[src/rtl/dbx_sched_pkg.sv]
// dbx_sched_pkg: default sizing, scheduler state, in-flight tile tag and index-width helper
package dbx_sched_pkg;
  localparam int DEF_H = 24;
  localparam int DEF_P = 64;
  localparam int DEF_N = 128;
  localparam int DEF_H_TILE = 1;
  localparam int DEF_P_TILE = 1;
  localparam int DEF_N_TILE = 32;
  localparam int DEF_M_LAT = 6;
  localparam int DEF_CREDITS = 8;
  localparam int IW = 16;
  typedef enum logic [1:0] {IDLE, RUN, DRAIN} state_e;
  typedef struct packed {
    logic [IW-1:0] h;
    logic [IW-1:0] p;
    logic [IW-1:0] n;
    logic          last;
  } tag_t;
  function automatic int idx_w(input int n);
    return n > 1 ? $clog2(n) : 1;
  endfunction
endpackage

[src/rtl/dbx_tag_fifo.sv]
// dbx_tag_fifo: sync FIFO (clk, rstn, push/wr_data, pop/rd_data, full/empty); push when full and pop when empty are ignored
module dbx_tag_fifo #(
  parameter int W     = 8,
  parameter int DEPTH = 8
) (
  input  logic         clk,
  input  logic         rstn,
  input  logic         push,
  input  logic [W-1:0] wr_data,
  input  logic         pop,
  output logic [W-1:0] rd_data,
  output logic         full,
  output logic         empty
);
  localparam int AW = DEPTH > 1 ? $clog2(DEPTH) : 1;
  localparam int CW = $clog2(DEPTH + 1);
  logic [W-1:0] mem_q [DEPTH];
  logic [AW-1:0] wr_q, wr_d, rd_q, rd_d;
  logic [CW-1:0] cnt_q, cnt_d;
  logic do_push, do_pop;
  always_comb begin
    full = cnt_q == CW'(DEPTH);
    empty = cnt_q == '0;
    do_push = push && !full;
    do_pop = pop && !empty;
    wr_d = do_push ? (wr_q == AW'(DEPTH - 1) ? '0 : wr_q + AW'(1)) : wr_q;
    rd_d = do_pop ? (rd_q == AW'(DEPTH - 1) ? '0 : rd_q + AW'(1)) : rd_q;
    cnt_d = cnt_q + CW'(do_push) - CW'(do_pop);
  end
  assign rd_data = mem_q[rd_q];
  always_ff @(posedge clk)
    if (do_push) mem_q[wr_q] <= wr_data;
  always_ff @(posedge clk or negedge rstn) begin
    if (!rstn) begin
      wr_q <= '0;
      rd_q <= '0;
      cnt_q <= '0;
    end else begin
      wr_q <= wr_d;
      rd_q <= rd_d;
      cnt_q <= cnt_d;
    end
  end
endmodule

[src/rtl/dbx_tile_sched.sv]
// dbx_tile_sched: dBx tile sequencer; start_i/busy_o/done_o control, rd_en_o+dx/b addresses, mul_valid_o/i multiplier handshake, tagged out_*, credit_ret_i flow control, sticky err_o
module dbx_tile_sched import dbx_sched_pkg::*; #(
  parameter  int H       = DEF_H,
  parameter  int P       = DEF_P,
  parameter  int N       = DEF_N,
  parameter  int H_TILE  = DEF_H_TILE,
  parameter  int P_TILE  = DEF_P_TILE,
  parameter  int N_TILE  = DEF_N_TILE,
  parameter  int M_LAT   = DEF_M_LAT,
  parameter  int CREDITS = DEF_CREDITS,
  localparam int NH      = H / H_TILE,
  localparam int NP      = P / P_TILE,
  localparam int NN      = N / N_TILE,
  localparam int HW      = idx_w(NH),
  localparam int PW      = idx_w(NP),
  localparam int NW      = idx_w(NN),
  localparam int DXW     = idx_w(NH * NP),
  localparam int CW      = $clog2(CREDITS + 1)
) (
  input  logic           clk,
  input  logic           rstn,
  input  logic           start_i,
  output logic           busy_o,
  output logic           done_o,
  output logic           rd_en_o,
  output logic [DXW-1:0] dx_addr_o,
  output logic [NW-1:0]  b_addr_o,
  output logic           mul_valid_o,
  input  logic           mul_valid_i,
  output logic           out_valid_o,
  output logic [HW-1:0]  out_h_o,
  output logic [PW-1:0]  out_p_o,
  output logic [NW-1:0]  out_n_o,
  output logic           out_last_o,
  input  logic           credit_ret_i,
  output logic           err_o
);
  state_e state_q, state_d;
  logic [HW-1:0] h_q, h_d;
  logic [PW-1:0] p_q, p_d;
  logic [NW-1:0] n_q, n_d;
  logic [CW-1:0] credit_q, credit_d;
  tag_t tag_q, tag_d, fifo_rd, head;
  logic mul_valid_q, mul_valid_d, err_q, err_d;
  logic issue, n_wrap, p_wrap, last_tile, credit_sat, fifo_full, fifo_empty;
  // tags enter one cycle after issue, together with mul_valid_o, so FIFO order matches multiplier order
  dbx_tag_fifo #(.W($bits(tag_t)), .DEPTH(M_LAT + 2)) u_fifo (
    .clk     (clk),
    .rstn    (rstn),
    .push    (mul_valid_q),
    .wr_data (tag_q),
    .pop     (mul_valid_i),
    .rd_data (fifo_rd),
    .full    (fifo_full),
    .empty   (fifo_empty)
  );
  always_comb begin
    n_wrap = n_q == NW'(NN - 1);
    p_wrap = p_q == PW'(NP - 1);
    last_tile = n_wrap && p_wrap && h_q == HW'(NH - 1);
    issue = state_q == RUN && credit_q != '0;
    credit_sat = credit_ret_i && !issue && credit_q == CW'(CREDITS);
    done_o = state_q == DRAIN && !mul_valid_q && fifo_empty;
    state_d = state_q == IDLE && start_i ? RUN : issue && last_tile ? DRAIN : done_o ? IDLE : state_q;
    n_d = state_q == IDLE ? '0 : issue ? (n_wrap ? '0 : n_q + NW'(1)) : n_q;
    p_d = state_q == IDLE ? '0 : issue && n_wrap ? (p_wrap ? '0 : p_q + PW'(1)) : p_q;
    h_d = state_q == IDLE ? '0 : issue && n_wrap && p_wrap ? (last_tile ? '0 : h_q + HW'(1)) : h_q;
    credit_d = credit_sat ? credit_q : credit_q - CW'(issue) + CW'(credit_ret_i);
    tag_d = issue ? tag_t'{h: IW'(h_q), p: IW'(p_q), n: IW'(n_q), last: last_tile} : tag_q;
    mul_valid_d = issue;
    err_d = err_q | credit_sat | (mul_valid_q & fifo_full) | (mul_valid_i & fifo_empty);
    head = fifo_empty ? '0 : fifo_rd;
  end
  assign busy_o = state_q != IDLE;
  assign rd_en_o = issue;
  assign dx_addr_o = DXW'(int'(h_q) * NP + int'(p_q));
  assign b_addr_o = n_q;
  assign mul_valid_o = mul_valid_q;
  assign out_valid_o = mul_valid_i;
  assign out_h_o = HW'(head.h);
  assign out_p_o = PW'(head.p);
  assign out_n_o = NW'(head.n);
  assign out_last_o = head.last;
  assign err_o = err_q;
  always_ff @(posedge clk or negedge rstn) begin
    if (!rstn) begin
      state_q <= IDLE;
      h_q <= '0;
      p_q <= '0;
      n_q <= '0;
      credit_q <= CW'(CREDITS);
      tag_q <= '0;
      mul_valid_q <= 1'b0;
      err_q <= 1'b0;
    end else begin
      state_q <= state_d;
      h_q <= h_d;
      p_q <= p_d;
      n_q <= n_d;
      credit_q <= credit_d;
      tag_q <= tag_d;
      mul_valid_q <= mul_valid_d;
      err_q <= err_d;
    end
  end
endmodule

[config.mk]
export PLATFORM = sky130hd
export DESIGN_NAME = dbx_tile_sched
export DESIGN_NICKNAME = d
export VERILOG_FILES = /design/src/rtl/dbx_sched_pkg.sv /design/src/rtl/dbx_tag_fifo.sv /design/src/rtl/dbx_tile_sched.sv
export SDC_FILE = /design/constraint.sdc
export NUM_CORES = 1
export LEC_CHECK = 0
export CORE_MARGIN = 2
export CORE_UTILIZATION = 44
export CTS_CLUSTER_DIAMETER = 50
export DETAILED_ROUTE_END_ITERATION = 16
export PLACE_DENSITY = 0.63
export SYNTH_ARGS = -nofsm -noshare
export SYNTH_HDL_FRONTEND = slang
export SYNTH_SLANG_ARGS = --single-unit
[constraint.sdc]
create_clock -name clk -period 2.5 [get_ports clk]
set_input_delay 0.75 -clock clk [delete_from_list [all_inputs] [get_ports clk]]
set_output_delay 0.75 -clock clk [all_outputs]
set_load 0.03 [all_outputs]
-- Word level (Yosys, flattened, before mapping)
Memory sizes are Yosys's and may differ from the RTL's.
Index checks and enable logic that the tools add are counted.
- input bits: 5
- logic and storage cells: 81
- bits in registers: 45
- memory bits (writable): 112
- memories: 1
- memory list (memory ; words ; width ; rd ports ; clocked after memory_dff ; wr ports ; line ; RTL):
    u_fifo.mem_q ; 8 ; 14 ; 1 ; 0 ; 1 ; dbx_tag_fifo.sv:17 ; logic [W-1:0] mem_q [DEPTH];
- multiplexer cells: 17
- reductions and logical operators: 25
- bitwise gates (word level): 5
- add/sub/neg operators: 10
- equal/unequal tests: 9
- operator list (operator ; count):
    38-bit two-way mux ; 1
    6-bit two-way mux ; 3
    5-bit two-way mux ; 3
    1-bit logical AND ; 13
    2-bit two-way mux ; 6
    11-bit by 6-bit adder with 11-bit output ; 1
    4-bit by 1-bit adder with 4-bit output ; 2
    4-bit == test, second input constant ; 2
    2-bit nonzero test ; 4
    4-bit by 1-bit subtractor with 4-bit output ; 2
    3-bit by 1-bit adder with 3-bit output, second input constant ; 2
    6-bit by 1-bit adder with 6-bit output, second input constant ; 1
    3-bit == test, second input constant ; 2
    6-bit == test, second input constant ; 1
    3-bit two-way mux ; 2
    5-bit by 1-bit adder with 5-bit output, second input constant ; 1
    5-bit == test, second input constant ; 1
    2-bit == test, second input constant ; 2
    1-bit logical NOT ; 4
    4-bit logical NOT ; 1
    4-bit nonzero test ; 1
    1-bit bitwise OR ; 3
    3-bit nonzero test ; 1
    2-bit by 1-bit adder with 2-bit output, second input constant ; 1
    4 further kinds ; 6

-- Depth between registers and ports, before layout
- depth after elaboration: 8
- gate-level depth with buffers: 14

-- Cells and area by module
A second synthesis with hierarchy kept.
- cell total of the unflattened synthesis: 804
- area total of the unflattened synthesis: 17631.9 um^2
- modules (own cells, without submodules) (module ; area each (um^2) ; cells each ; seq. area each (um^2) ; instances):
    dbx_tag_fifo ; 15720.1 ; 627 ; 12021.5 ; 1
    dbx_tile_sched ; 1911.8 ; 177 ; 877.1 ; 1

-- Least setup slack after synthesis
Ideal clock, no wire load.
- path kind: register -> register
- start: register credit_q[3]
- end: register credit_q[1]
- library setup time: 119 ps
- setup slack: -535 ps
- period minus slack after synthesis: 3035 ps
- arrival: 2916 ps
- stages on the path, launching flop included: 13
- data required time: 2381 ps
- cell sequence: dfstp_2 -> inv_1 -> ha_1 -> or3b_1 -> buf_2 -> nand3_2 -> inv_2 -> clkbuf_1 -> ha_1 -> inv_1 -> ha_1 -> fa_1 -> and2_1
- longest elaborated chain between the ends: 5
- elaborated cells on any way between the ends: 8
- classes of those cells: add/sub: 2; eq/ne: 1; reduce/logical: 5
- RTL lines (item ; line ; RTL):
    start, declared ; dbx_tile_sched.sv:42 ; logic [CW-1:0] credit_q, credit_d;
    start signal, assigned ; dbx_tile_sched.sv:91 ; credit_q <= CW'(CREDITS);
    start signal, assigned ; dbx_tile_sched.sv:100 ; credit_q <= credit_d;
    4-bit nonzero test (*) ; dbx_tile_sched.sv:61 ; issue = state_q == RUN && credit_q != '0;
    1-bit logical AND (*) ; dbx_tile_sched.sv:61 ;
    via rd_en_o ; dbx_tile_sched.sv:25 ; output logic rd_en_o,
    branches (longest 3 deep; another with 4-bit by 1-bit subtractor with 4-bit output) ; - ;
Mark *: on every way through the listed nets, which the timed path passes.
A chain may end at the register's enable or synchronous reset.

-- Worst setup path in the final report
- start: register u_fifo.rd_q[0]
- end: output port out_p_o[4]
- longest elaborated chain between the ends: 2
- RTL lines (item ; line ; RTL):
    start, declared ; dbx_tag_fifo.sv:18 ; logic [AW-1:0] wr_q, wr_d, rd_q, rd_d;
    start signal, assigned ; dbx_tag_fifo.sv:40 ; rd_q <= rd_d;
    memory read 8 x 14 bit ; - ;
    38-bit two-way mux ; dbx_tile_sched.sv:72 ; head = fifo_empty ? '0 : fifo_rd;
    end, declared ; dbx_tile_sched.sv:32 ; output logic [PW-1:0] out_p_o,
Every way passes these cells.

==> summary.txt <==
Power and ir drop
  – Tot Pwr: around 0.011 W
  – Peak VDD IR: 0.000637 V
  – P_leak: 3.24 nW
  – Pwr/cell area: 1330 nW/µm²

Floorplan
  – Die Footprint: around 16000 µm²
  – Core Area: 14500 µm²
  – Die H: 126 µm
  – Initial Util: 0.451
  – Chip Width: 126 µm
  – Ports: 38
  – FP Rows: between 40 and 50

STA
  – Final Max Slew Viols: 0
  – Final worst slack: -0.226 ns
  – Slew HR: 0.662
  – Fin crit share: 1.09
  – Setup Viol. Count Final: 14
  – Minimum clock period: about 2.7 ns
  – Max Clock Skew: 0.0116 ns
  – Fmax: 367 MHz
  – Fin. Hold Viols: 0
  – RSZ-0062 raised after global routing: yes
  – Slew of the pin with the lowest slew margin: 0.506 ns

Route
  – Drt pass-1 iters: 7
  – Average wire per cell in the routed design: 18.5 µm
  – Starting DRT DRC Count: a little over 300
  – Final ANT Viol Nets: 0
  – WL met1: 5.70 mm
  – Highest metal used: met4
  – Met2 wire len: 6.40 mm
  – Vias per Instance: roughly 5.3
  – Final wirelength: 12.8 mm
  – Vias: 3659
  – Detailed-route DRC error count: 0
  – Met3 wire length: roughly 620 µm

Setup path
  – CP top delay family: multiplexers
  – Crit path required time: 1.75 ns
  – CP Cell Sequence: buf_12, buf_4, mux4_2, mux2i_1, nor2_1, buf_4
  – Crit-path max cell delay: 0.48 ns
  – RR Startpoint: credit_q[2]
  – Critical path type: reg2out
  – CP Launch Type: flip-flop
  – Slowest CP cell: mux4_2
  – Critical path depth: 6
  – Buf/Inv on CP: 3
  – Critical path arrival: 1.98 ns
  – Worst r2r dst: credit_q[2]
  – CP dominant cell by count: buf_4
  – Maximum fanout along the worst path: 11
  – R2R setup slack: 0.08 ns
  – R2r worst-path depth: 12
  – Setup crit end kind: primary output

Global route
  – Initial antenna violation count: 0
  – Gr usage total: 0.175
  – Vias in the first global route: between 3000 and 4000
  – First-pass GRT wire length: around 21 mm
  – Total grt overflow: 0
  – Largest net degree at the start of global routing: 25

Outcome
  – Failing checks: negative setup slack
  – Status: finished with violations

CTS
  – Clock Latency Late Sink: 0.42 ns
  – Clock buffer depth: 2
  – CTS tree: yes
  – Root Buffer: clkbuf_16
  – H-tree depth: 4
  – Cts hold-fix bufs: 0
  – Num CTS Buffers: 17
  – CTS clk-pin slew, worst paths: 0.06 ns
  – TritonCTS Sinks: 157

Placement
  – Post-place setup slack: -0.199 ns
  – Placed wire-length estimate: 8.19 mm
  – DP Area: 7510 µm²
  – GP Congestion: 0.825
  – IO Port Bufs: 37

Job
  – Max-cap violations: 0

Cells and area
  – Nets: 521
  – Ant. Diodes: 0
  – Final Cell Area: 8110 µm²
  – Area delta synth->final: 23.7%
  – Share of post-route cells with drive strength above 1: 0.270
  – FILL cells: 1178

Logic synthesis
  – Synth Register Bits: roughly 160
  – Ys async rst share: 0.287
  – Leading area contributor after synthesis: edfxtp_1
  – Top post-synthesis cells by area: edfxtp_1, dfrtp_1, mux4_2, ha_1, nand2_1
  – Post-Syn Instances: 417
  – Sequential-to-total area share from yosys stat: 0.685
  – Ys flop type: edfxtp_1
  – Post-synth EDFFs: roughly 110
  – Syn_area_per_cell: 15.7 µm²
  – Syn nets: between 400 and 500
  – Synthesis warning total: 0
  – Yosys cell types: 41
  – Yosys top cell area share: 0.513
  – Most frequent cell after synthesis: edfxtp_1
  – Area of the mapped netlist: 6550 µm²
  – Synth top cells by count: edfxtp_1, nand2_1, dfrtp_1

Hold path
  – Hold Path Class: in2async
-- logic make-up (layout without fill, tap and decap cells) --
| family | Yosys count | in the layout | share of synthesized area |
|---|---|---|---|
| DFF | 157 | 157 | 0.685 |
| adders and majority gates | 21 | 21 | 0.0424 |
| muxes | 50 | 50 | 0.131 |
| xor gates and xnor gates | 5 | 5 | 0.00668 |
| AOI/OAI and AO/OA | 26 | 26 | 0.0248 |
| and+or+nand+nor | 123 | 123 | 0.0880 |
| buffers and inverters | 35 | 126 | 0.0220 |
-- metal layers --
layer,GRT usage,vias up
met4,0.0556,0
li1,-,1711
met1,0.231,1849
met5,0,-
met3,0.0404,10
met2,0.291,89
-- sequential cells by signal (all words and copies together) (netlist names) --
signal,flops
u_fifo.mem_q,112
tag_q,14
p_q,6
h_q,5
credit_q,4
u_fifo.cnt_q,4
u_fifo.rd_q,3
u_fifo.wr_q,3
b_addr_o,2
state_q,2
err_o,1
mul_valid_o,1
-- per-stage QoR --
step / TNS, ns / instances / util / hold slack [ns]
after global placement: -2.35 / 655 / 0.516 / 0.494
final: -2.25 / 692 / 0.558 / 0.298
after floorplan: -0.0423 / 417 / - / 0.454
after detailed placement: -2.43 / 655 / 0.516 / 0.485
after global routing: -3.46 / 692 / 0.558 / 0.345
after CTS: -2.67 / 688 / 0.554 / 0.306
-- report_power, final --
part / internal (W) / leakage [nW] / switching [W]
Combinational: 0.00199 / 1.31 / 0.00226
Clock: 0.00155 / 0.276 / 0.000935
Sequential: 0.00361 / 1.65 / 0.000409
-- final cells by class --
cell class                      instances  area, µm²  share of cell area
Clock buffer                           21        440              0.0543
Clock inverter                         11        124              0.0153
Inverter                               20       80.1             0.00987
Multi-Input combinational cell        225       2010               0.248
Sequential cell                       157       4490               0.554
Tap cell                              184        230              0.0284
Timing Repair Buffer                   74        734              0.0906
-- placed cells by master, fill, tap and decap left out, types with 15 or more instances in the layout --
| cell type | count |
|---|---|
| edfxtp_1 | 112 |
| nand2_1 | 59 |
| dfrtp_1 | 43 |
| buf_4 | 39 |
| mux4_2 | 28 |
| nor2_1 | 25 |
| clkdlybuf4s50_1 | 18 |
| clkbuf_16 | 17 |
| ha_1 | 16 |
| inv_1 | 15 |
| mux2i_1 | 15 |
-- repair_timing --
item | in CTS | in global routing
gates resized for setup | 89 | 7
setup endpoints to repair | 16 | 19
pin swaps | 0 | 2
setup buffers | 1 | 4
-- worst max path at each step --
stage	from	to	slack, ns
global placement	u_fifo.rd_q[0]	out_p_o[4]	-0.20
finish	u_fifo.rd_q[0]	out_p_o[4]	-0.23
global route	u_fifo.rd_q[0]	out_h_o[3]	-0.32
CTS	u_fifo.rd_q[0]	out_p_o[3]	-0.25
floorplan	credit_q[2]	credit_q[1]	-0.03
detailed placement	u_fifo.rd_q[0]	out_p_o[3]	-0.20
Note: power is estimated with default switching activity, not from simulation.
